<file path="src/rtl/custom_axi_ip_regs.sv">
// AXI4-Lite register file in front of the custom_axi_ip core: turns bus
// writes into the core's input word and start pulse, captures the core's
// result and status, and counts completed operations.
module custom_axi_ip_regs #(
  parameter int ADDR_WIDTH = 8,
  parameter int DATA_WIDTH = 32
) (
  input  logic                    clk_i,
  input  logic                    rst_i,
  input  logic [ADDR_WIDTH-1:0]   s_axi_awaddr,
  input  logic                    s_axi_awvalid,
  output logic                    s_axi_awready,
  input  logic [DATA_WIDTH-1:0]   s_axi_wdata,
  input  logic [DATA_WIDTH/8-1:0] s_axi_wstrb,
  input  logic                    s_axi_wvalid,
  output logic                    s_axi_wready,
  output logic [1:0]              s_axi_bresp,
  output logic                    s_axi_bvalid,
  input  logic                    s_axi_bready,
  input  logic [ADDR_WIDTH-1:0]   s_axi_araddr,
  input  logic                    s_axi_arvalid,
  output logic                    s_axi_arready,
  output logic [DATA_WIDTH-1:0]   s_axi_rdata,
  output logic [1:0]              s_axi_rresp,
  output logic                    s_axi_rvalid,
  input  logic                    s_axi_rready,
  output logic [DATA_WIDTH-1:0]   ipreg_data_o,
  output logic                    enable_o,
  input  logic [DATA_WIDTH-1:0]   ipreg_data_i,
  input  logic [1:0]              status_i
);

  // Core status encoding
  localparam logic [1:0] ST_IDLE  = 2'd0;
  localparam logic [1:0] ST_DONE  = 2'd2;
  localparam logic [1:0] ST_ERROR = 2'd3;

  // Register word indices (addr[4:2])
  localparam logic [2:0] R_CTRL     = 3'd0;
  localparam logic [2:0] R_DATA_IN  = 3'd1;
  localparam logic [2:0] R_DATA_OUT = 3'd2;
  localparam logic [2:0] R_STATUS   = 3'd3;
  localparam logic [2:0] R_DONE_CNT = 3'd4;

  localparam logic [1:0] RESP_OKAY   = 2'b00;
  localparam logic [1:0] RESP_SLVERR = 2'b10;

  logic                    aw_hold_reg;
  logic [ADDR_WIDTH-1:0]   aw_addr_reg;
  logic                    w_hold_reg;
  logic [DATA_WIDTH-1:0]   w_data_reg;
  logic [DATA_WIDTH/8-1:0] w_strb_reg;
  logic                    bvalid_reg;
  logic [1:0]              bresp_reg;
  logic                    rvalid_reg;
  logic [DATA_WIDTH-1:0]   rdata_reg;
  logic [1:0]              rresp_reg;
  logic                    enable_reg;
  logic [DATA_WIDTH-1:0]   data_in_reg;
  logic [DATA_WIDTH-1:0]   data_in_next;
  logic [DATA_WIDTH-1:0]   data_out_reg;
  logic [1:0]              status_q_reg;
  logic                    done_sticky_reg;
  logic                    err_sticky_reg;
  logic                    start_err_reg;
  logic [31:0]             done_count_reg;
  logic [31:0]             done_count_next;

  logic                    aw_hs, w_hs, ar_hs, commit;
  logic [ADDR_WIDTH-1:0]   wr_addr;
  logic [DATA_WIDTH-1:0]   wr_data;
  logic [DATA_WIDTH/8-1:0] wr_strb;
  logic                    wr_hit, rd_hit;
  logic [2:0]              wr_sel, rd_sel;
  logic                    wr_data_in, wr_status, wr_done_cnt, start_req, w1c;
  logic                    done_entry, err_entry;
  logic [DATA_WIDTH-1:0]   rd_word;
  logic [1:0]              rd_resp;
  logic                    unused_bits;

  // Readies are held low through reset and while a response is outstanding
  assign s_axi_awready = !rst_i && !aw_hold_reg && !bvalid_reg;
  assign s_axi_wready  = !rst_i && !w_hold_reg && !bvalid_reg;
  assign s_axi_arready = !rst_i && !rvalid_reg;

  assign aw_hs = s_axi_awvalid && s_axi_awready;
  assign w_hs  = s_axi_wvalid && s_axi_wready;
  assign ar_hs = s_axi_arvalid && s_axi_arready;

  // A write commits once both halves are present (held or arriving now)
  assign commit  = (aw_hold_reg || aw_hs) && (w_hold_reg || w_hs) && !bvalid_reg;
  assign wr_addr = aw_hold_reg ? aw_addr_reg : s_axi_awaddr;
  assign wr_data = w_hold_reg ? w_data_reg : s_axi_wdata;
  assign wr_strb = w_hold_reg ? w_strb_reg : s_axi_wstrb;

  // Only word offsets 0x00..0x10 with clear upper bits are mapped
  assign wr_sel = wr_addr[4:2];
  assign rd_sel = s_axi_araddr[4:2];
  assign wr_hit = (wr_addr[ADDR_WIDTH-1:5] == '0) && (wr_sel <= R_DONE_CNT);
  assign rd_hit = (s_axi_araddr[ADDR_WIDTH-1:5] == '0) && (rd_sel <= R_DONE_CNT);

  assign wr_data_in  = commit && wr_hit && (wr_sel == R_DATA_IN);
  assign wr_status   = commit && wr_hit && (wr_sel == R_STATUS);
  assign wr_done_cnt = commit && wr_hit && (wr_sel == R_DONE_CNT);
  assign start_req   = commit && wr_hit && (wr_sel == R_CTRL) && wr_strb[0] && wr_data[0];
  assign w1c         = wr_status && wr_strb[1];

  assign done_entry = (status_i == ST_DONE) && (status_q_reg != ST_DONE);
  assign err_entry  = (status_i == ST_ERROR) && (status_q_reg != ST_ERROR);

  // Byte lanes below the word offset carry no decode information
  assign unused_bits = &{1'b0, wr_addr[1:0], s_axi_araddr[1:0]};

  // Byte-strobed update of DATA_IN
  generate
    for (genvar gi = 0; gi < DATA_WIDTH / 8; gi++) begin : g_data_in
      assign data_in_next[gi*8 +: 8] = (wr_data_in && wr_strb[gi]) ?
                                       wr_data[gi*8 +: 8] : data_in_reg[gi*8 +: 8];
    end
  endgenerate

  // DONE_COUNT: a clear colliding with an increment leaves 1
  always_comb begin
    done_count_next = done_count_reg;
    if (wr_done_cnt) begin
      done_count_next = done_entry ? 32'd1 : 32'd0;
    end else if (done_entry) begin
      done_count_next = done_count_reg + 32'd1;
    end
  end

  // Read mux, sampled at the AR handshake (pre-write values)
  always_comb begin
    rd_word = '0;
    rd_resp = RESP_OKAY;
    if (!rd_hit) begin
      rd_resp = RESP_SLVERR;
    end else begin
      case (rd_sel)
        R_DATA_IN:  rd_word = data_in_reg;
        R_DATA_OUT: rd_word = data_out_reg;
        R_STATUS:   rd_word = {21'b0, start_err_reg, err_sticky_reg, done_sticky_reg,
                               6'b0, status_i};
        R_DONE_CNT: rd_word = done_count_reg;
        default:    rd_word = '0;
      endcase
    end
  end

  // Channel state, registers and sticky bits
  always_ff @(posedge clk_i) begin
    if (rst_i) begin
      aw_hold_reg     <= 1'b0;
      aw_addr_reg     <= '0;
      w_hold_reg      <= 1'b0;
      w_data_reg      <= '0;
      w_strb_reg      <= '0;
      bvalid_reg      <= 1'b0;
      bresp_reg       <= RESP_OKAY;
      rvalid_reg      <= 1'b0;
      rdata_reg       <= '0;
      rresp_reg       <= RESP_OKAY;
      enable_reg      <= 1'b0;
      data_in_reg     <= '0;
      data_out_reg    <= '0;
      status_q_reg    <= ST_IDLE;
      done_sticky_reg <= 1'b0;
      err_sticky_reg  <= 1'b0;
      start_err_reg   <= 1'b0;
      done_count_reg  <= '0;
    end else begin
      if (commit) begin
        aw_hold_reg <= 1'b0;
      end else if (aw_hs) begin
        aw_hold_reg <= 1'b1;
        aw_addr_reg <= s_axi_awaddr;
      end

      if (commit) begin
        w_hold_reg <= 1'b0;
      end else if (w_hs) begin
        w_hold_reg <= 1'b1;
        w_data_reg <= s_axi_wdata;
        w_strb_reg <= s_axi_wstrb;
      end

      if (commit) begin
        bvalid_reg <= 1'b1;
        bresp_reg  <= wr_hit ? RESP_OKAY : RESP_SLVERR;
      end else if (bvalid_reg && s_axi_bready) begin
        bvalid_reg <= 1'b0;
      end

      if (ar_hs) begin
        rvalid_reg <= 1'b1;
        rdata_reg  <= rd_word;
        rresp_reg  <= rd_resp;
      end else if (rvalid_reg && s_axi_rready) begin
        rvalid_reg <= 1'b0;
      end

      enable_reg   <= start_req && (status_i == ST_IDLE);
      data_in_reg  <= data_in_next;
      status_q_reg <= status_i;
      if (status_i == ST_DONE) begin
        data_out_reg <= ipreg_data_i;
      end

      // Sticky sets take priority over a same-cycle W1C
      if (done_entry) begin
        done_sticky_reg <= 1'b1;
      end else if (w1c && wr_data[8]) begin
        done_sticky_reg <= 1'b0;
      end
      if (err_entry) begin
        err_sticky_reg <= 1'b1;
      end else if (w1c && wr_data[9]) begin
        err_sticky_reg <= 1'b0;
      end
      if (start_req && (status_i != ST_IDLE)) begin
        start_err_reg <= 1'b1;
      end else if (w1c && wr_data[10]) begin
        start_err_reg <= 1'b0;
      end

      done_count_reg <= done_count_next;
    end
  end

  assign s_axi_bvalid = bvalid_reg;
  assign s_axi_bresp  = bresp_reg;
  assign s_axi_rvalid = rvalid_reg;
  assign s_axi_rdata  = rdata_reg;
  assign s_axi_rresp  = rresp_reg;
  assign ipreg_data_o = data_in_reg;
  assign enable_o     = enable_reg;

endmodule

</file>
<file path="config.mk">
export PLATFORM = sky130hd
export DESIGN_NAME = custom_axi_ip_regs
export DESIGN_NICKNAME = d
export VERILOG_FILES = /design/src/rtl/custom_axi_ip_regs.sv
export SDC_FILE = /design/constraint.sdc
export NUM_CORES = 1
export LEC_CHECK = 0
export BUFFER_PORTS_ARGS = -buffer_cell sky130_fd_sc_hd__clkbuf_2
export CAP_MARGIN = 40
export CORE_UTILIZATION = 61
export CTS_BUF_LIST = sky130_fd_sc_hd__clkbuf_4 sky130_fd_sc_hd__clkbuf_8
export DETAILED_ROUTE_END_ITERATION = 12
export GPL_TIMING_DRIVEN = 0
export PLACE_DENSITY = 0.84
export SETUP_SLACK_MARGIN = 0.3
export SLEW_MARGIN = 10
export SYNTH_ARGS = -nofsm -noshare
export SYNTH_HDL_FRONTEND = slang
export SYNTH_SLANG_ARGS = --single-unit
</file>
<file path="constraint.sdc">
create_clock -name clk_i -period 5.6 [get_ports clk_i]
set_input_delay 1.12 -clock clk_i [delete_from_list [all_inputs] [get_ports clk_i]]
set_output_delay 1.12 -clock clk_i [all_outputs]
set_load 0.02 [all_outputs]
</file>
==> results.md, run 1 <==
* Chip width at 117 um
* DP Area at 0.00905 mm^2
* Final setup vio count at 0
* Net Sw Frac at 25.5%
* Fin. Hold Viols at 0
* Crit end category: primary output
* Hpwl dp at 17700 um
* Number of synthesized flops with an enable pin at 0
* CTS H-tree depth at 4
* Pwr/cell area at 280 mW/mm^2
* Min Tclk post-route at 4.27 ns
* Leak at 3.51 nW
* Wire per inst at 18.0 um
* Final Cell Area at 0.00953 mm^2
* Vias in the first global route at 7125
* Crit-path max cell delay at 0.60 ns
* VDD IR-drop max at 0.000218 V
* Port bufs at 158
* Slew margin rel. at 41.1%
* Worst-path fanout max at 10
* Worst hold path class: flop to flop
* CTS tree: yes
* Insertion delay to the later sink of the worst-skew pair at 0.48 ns
* Vias per cell at 6.03
* Status: complete, no violations
* Unique masters post-synth at 50
* Slowest-stage cell, CP: clkbuf_1
* Fin nets at 1235
* DRT Wirelength at 23900 um
* Synth-to-Final Area Change at 18.6%
* Post-CTS setup buffers at 0
* Ys async rst share at 0%
* Placer congestion estimate at 0.910
* Startpoint Class: input port
* CTS root buf: clkbuf_8
* DR iter-0 viols at 944
* WP data required at 4.48 ns
* Clock-pin slew on the worst setup and hold paths at 0.09 ns
* Synth Flop Type: dfxtp_1
* Number of fill cells at 1046
* Worst Tran Pin Value at 0.877 ns
* First-pass detailed-route iteration total at 7
* Synthesized area at 0.00803 mm^2
* Pint at 1.99 mW
* Pre-CTS setup slack at 1.46 ns
* Ys Warns at 0
* Die Y at 117 um
* Final Cycle Share at 76.3%
* Critical setup path kind: input port to primary output
* Via count at 7991
* Critical path's top delay family: buffers and inverters
* Slew Viols, Final at 0
* Seq pwr share at 50.3%
* Switch Pwr at 0.680 mW
* RSZ-0062 raised after global routing: no
* Cts bufs inserted at 17
* Setup WS post-layout at 1.33 ns
* Die area at 0.0136 mm^2
* Layout cells sized above 1 at 19.0%
* Final total power at 2.67 mW
* Post-synthesis sequential area ratio at 45.4%
* Fmax at 234 MHz
* Cts hold-fix bufs at 0
* Diode count at 0
* Initial Utilization at 63.1%
* Cells after synthesis at 961
* Post-CTS sizing at 0
* Maximum buffer depth of the clock tree at 2
* Bufs and invs on worst path at 5
* I/O pin cnt at 167
* Syn_area_per_cell at 8.36 um^2
* Largest net degree at the start of global routing at 17
* Most used cell along the critical path: clkbuf_1
* First-pass GRT wire length at 36500 um
* Post-route ant nets at 0
* Worst EP arrival at 3.15 ns
* Combinational share of power at 10.4%
* Initial antenna violation count at 0
* Grt total ovfl at 0
* Core ar. at 0.0127 mm^2
* Setup Skew at 0.0116 ns
* Residual DRC at 0
* Flops & latches, synth at 182
* Max-cap violations at 0
* # clock sinks at 182
* Setup TNS at 0 ns
* Clk pwr share at 39.4%
* Core Rows at 41
* Worst-path cell chain: clkbuf_2 > clkbuf_1 > clkbuf_1 > clkbuf_1 > nor3_1 > clkbuf_2
* GR Util All Layers at 36.0%
## through the flow
stage / hold WS [ns] / utilization, % / cells
after floorplan: 0.433 / - / 962
after global placement: 0.439 / 71.1 / 1292
after detailed placement: 0.447 / 71.2 / 1294
after CTS: 0.459 / 74.9 / 1326
after global routing: 0.474 / 74.9 / 1326
final: 0.458 / 74.9 / 1326
## final cells by class
type                       count  area [um^2]  share of cell area (%)
multi-input combinational    697         4040                    42.5
sequential                   182         3640                    38.3
timing repair buffer         160          801                    8.41
buffer                        77          327                    3.43
clock buffer                  20          275                    2.89
tap                          172          215                    2.26
clock inverter                12          198                    2.08
inverter                       6         22.5                   0.236
## cell families (layout without fill, tap and decap cells)
group / Yosys count / in the layout / share of synthesized area (%)
DFF: 182 / 182 / 45.4
xor gates and xnor gates: 12 / 12 / 1.31
buffers and inverters: 83 / 275 / 4.35
adders and majority gates: 1 / 1 / 0.156
AOI/OAI and AO/OA: 261 / 261 / 20.8
and+or+nand+nor: 370 / 370 / 21.5
muxes: 51 / 51 / 6.45
other: 1 / 2 / 0.0467
## power groups by stage
| stage | combinational, mW | clock, mW | sequential (mW) |
|---|---|---|---|
| floorplan | 0.168 | 0 | 1.37 |
| global placement | 0.265 | 0 | 1.37 |
| detailed placement | 0.270 | 0 | 1.37 |
| CTS | 0.271 | 1.05 | 1.34 |
| global route | 0.298 | 1.10 | 1.34 |
| finish | 0.277 | 1.05 | 1.34 |
## path summary, 6_finish.rpt
path	cells after the start	start	slack [ns]	end
max	6	rst_i	1.33	s_axi_wready
min	2	w_data_reg[26]$_SDFFE_PP0P_	0.46	w_data_reg[26]$_SDFFE_PP0P_
max reg2reg	7	aw_hold_reg$_SDFFE_PP0P_	2.95	ipreg_data_o[30]$_SDFFE_PP0P_
min reg2reg	2	w_data_reg[26]$_SDFFE_PP0P_	0.46	w_data_reg[26]$_SDFFE_PP0P_
## per-layer routing
layer / vias to the layer above / part of all wire (%) / track usage, %
li1: 3770 / - / -
met1: 3741 / 41 / 46.4
met2: 415 / 46 / 57.0
met3: 65 / 9.5 / 9.08
met4: 0 / 3.2 / 16.5
met5: - / 0 / 0
## placed cells by master, fill, tap and decap left out, types with 4 or more instances in the layout
cell,instances
xnor2_1,5
a311oi_1,11
nor3_1,12
clkbuf_8,20
a22oi_1,64
xor2_1,7
o21ai_0,35
nand3_1,19
mux2i_1,45
inv_1,6
clkbuf_2,158
a21oi_1,98
or3_1,6
o31ai_1,13
nand2_1,179
nand2b_1,5
a211oi_1,24
or4_1,12
o22ai_1,5
nor2b_1,9
and2_1,4
and4_1,6
dfxtp_1,182
nand4_1,10
clkbuf_1,63
buf_2,8
bufinv_16,5
nor2_1,90
mux2_2,6
## synthesized netlist by cell type, types with 4 or more instances
library cell    n  share of area, %
dfxtp_1       182                45
nand2_1       179               8.4
a21oi_1        98               6.1
nor2_1         90               4.2
a22oi_1        64               6.0
clkbuf_1       63               2.9
mux2i_1        45               5.6
o21ai_0        35               2.2
a211oi_1       24               2.2
nand3_1        19               1.2
o31ai_1        13               1.2
nor3_1         12              0.75
or4_1          12               1.1
a311oi_1       11               1.2
nand4_1        10              0.78
nor2b_1         9              0.70
xor2_1          7              0.76
and4_1          6              0.65
buf_2           6              0.37
inv_1           6              0.28
mux2_2          6              0.84
or3_1           6              0.47
nand2b_1        5              0.39
o22ai_1         5              0.39
xnor2_1         5              0.55
and2_1          4              0.31
## worst reg2reg max path, delay by kind of cell, from the launching register on
kind,cells,cell delay [ns]
and+or+nand+nor,3,0.80
buffers and inverters,2,0.63
muxes,1,0.49
DFF,1,0.47
AOI/OAI and AO/OA,1,0.19
Note: power is estimated with default switching activity, not from simulation.
==> run 2: changes to the inputs <==
CORE_UTILIZATION = 57   (was 61)
PLACE_DENSITY = 0.79   (was 0.84)
clock period = 4.4 ns   (was 5.6 ns; I/O delays follow)
==> results.md, run 2 (synthesis gave the netlist of run 1 again) <==
* Wire per inst at 18.0 um (-0.43%)
* Fin. Hold Viols at 0 (unchanged)
* CTS root buf: clkbuf_8
* CTS H-tree depth at 4 (unchanged)
* Hold Slack at 0.458 ns (+0.000117 ns)
* Clock-pin slew on the worst setup and hold paths at 0.09 ns (about the same)
* Worst Tran Pin Value at 0.771 ns (-0.106 ns)
* Vias in the first global route at 6916 (-2.9%)
* Post-Route Utilization at 68.7% (-6.1 points)
* Slew margin rel. at 48.2% (+7.1 points)
* # clock sinks at 182 (unchanged)
* Non-Filler Instances at 1335 (+0.68%)
* Chip width at 121 um (+3.4%)
* Critical setup path kind: input port to primary output
* Final total power at 3.31 mW (+24%)
* Number of fill cells at 1179 (+13%)
* Diode count at 0 (unchanged)
* Synth-to-Final Area Change at 18.3%
* Setup WS post-layout at 0.720 ns (-0.608 ns)
* First-pass GRT wire length at 36600 um (+0.22%)
* Initial Utilization at 58.1% (-5.0 points)
* RSZ-0062 raised after global routing: no
* Final Cell Area at 0.00950 mm^2 (-0.24%)
* Worst EP arrival at 2.80 ns (-0.35 ns)
* Largest net degree at the start of global routing at 17 (unchanged)
* Bufs and invs on worst path at 5 (unchanged)
* Pwr/cell area at 348 mW/mm^2 (+24%)
* Worst-path cell chain: clkbuf_2 > clkbuf_1 > clkbuf_1 > clkbuf_1 > nor3_1 > clkbuf_2
* I/O pin cnt at 167 (unchanged)
* Cts bufs inserted at 17 (unchanged)
* Min Tclk post-route at 3.68 ns
* Insertion delay to the later sink of the worst-skew pair at 0.48 ns (about the same)
* DP Area at 0.00907 mm^2 (+0.17%)
* Worst-path fanout max at 10 (unchanged)
* DR iter-0 viols at 885 (-6.3%)
* Maximum buffer depth of the clock tree at 2 (unchanged)
* CTS tree: yes
* Slowest-stage cell, CP: clkbuf_1
* Port bufs at 158 (unchanged)
* Multi-input logic area at 0.00404 mm^2 (unchanged)
* VDD IR-drop max at 0.000327 V (+50%)
* Die area at 0.0146 mm^2 (+6.9%)
* Residual DRC at 0 (unchanged)
* First-pass detailed-route iteration total at 5 (-2)
* Startpoint Class: input port
* Final Cycle Share at 83.6%
* Crit end category: primary output
* Placed cell count at 1303 (+0.70%)
* Via count at 7863 (-1.6%)
* Setup TNS at 0 ns (unchanged)
* Most used cell along the critical path: clkbuf_1
* Most frequent cells in the layout: 182 x dfxtp_1, 179 x nand2_1, 158 x clkbuf_2, 98 x a21oi_1, 90 x nor2_1
* Max-cap violations at 0 (unchanged)
* Leak at 3.49 nW (-0.33%)
* Fin nets at 1236 (+0.081%)
* Post-CTS sizing at 0 (unchanged)
* WP data required at 3.52 ns (-0.96 ns)
* Die Y at 121 um (+3.4%)
* Pre-CTS setup slack at 0.807 ns (-0.654 ns)
* Vias per cell at 5.89 (-2.3%)
* Layout cells sized above 1 at 19.0% (+0.070 points)
* Core ar. at 0.0138 mm^2 (+8.7%)
* Critical path's top delay family: buffers and inverters
* Register area at 0.00364 mm^2 (unchanged)
* Cts hold-fix bufs at 0 (unchanged)
* Crit-path max cell delay at 0.57 ns (-0.03 ns)
* Commonest non-fill, non-tap cell in the layout: dfxtp_1
* Final setup vio count at 0 (unchanged)
* Grt total ovfl at 0 (unchanged)
* DRT Wirelength at 24000 um (+0.24%)
* GR Util All Layers at 33.0% (-3.0 points)
* Core Rows at 43 (+4.9%)
* Initial antenna violation count at 0 (unchanged)
* Placer congestion estimate at 0.927 (+1.8%)
* Worst hold path class: flop to flop
* Fmax at 272 MHz
* Hpwl dp at 17900 um (+1.1%)
* Post-CTS setup buffers at 0 (unchanged)
* Post-route ant nets at 0 (unchanged)
* Slew Viols, Final at 0 (unchanged)
* Setup Skew at 0.0145 ns (+0.00288 ns)
* Status: complete, no violations
## run 2: cell count changes in the layout (fill, tap and decap cells not counted), sizes merged
cell,delta
inv,+2
clkbuf,-3
buf,+1
clkinv,+2
bufinv,-1
## run 2: per-layer routing
layer	global-route usage [%]	part of all wire, %	wire length, um	vias to the layer above
li1	-	-	-	3782
met1	44.4	42	9980	3639
met2	52.3	47	11300	389
met3	6.23	8.5	2050	53
met4	12.7	2.6	617	0
met5	0	0	0	-
## run 2: cell type report
| class | count | area share [%] |
|---|---|---|
| Buffer | 77 | 3.44 |
| Clock buffer | 17 | 2.46 |
| Clock inverter | 15 | 2.12 |
| Inverter | 6 | 0.237 |
| Multi-Input combinational cell | 697 | 42.6 |
| Sequential cell | 182 | 38.3 |
| Tap cell | 180 | 2.37 |
| Timing Repair Buffer | 161 | 8.48 |
## run 2: worst paths after layout
check / startpoint / endpoint / slack [ns] / cells after the start
worst min-delay path: w_data_reg[21]$_SDFFE_PP0P_ / w_data_reg[21]$_SDFFE_PP0P_ / 0.46 / 2
worst max register to register: aw_hold_reg$_SDFFE_PP0P_ / ipreg_data_o[30]$_SDFFE_PP0P_ / 1.88 / 7
worst max-delay path: rst_i / s_axi_wready / 0.72 / 6
worst min register to register: w_data_reg[21]$_SDFFE_PP0P_ / w_data_reg[21]$_SDFFE_PP0P_ / 0.46 / 2
## run 2: tightest hold or removal path, stage by stage (launching register included)
cell and delay (ns):
dfxtp_1 0.32, nand2_1 0.05, a21oi_1 0.05
## run 2: report_power, final
| group | switching (mW) | internal, mW |
|---|---|---|
| Combinational | 0.227 | 0.124 |
| Sequential | 0.0247 | 1.68 |
| Clock | 0.626 | 0.623 |
| Total | 0.877 | 2.43 |
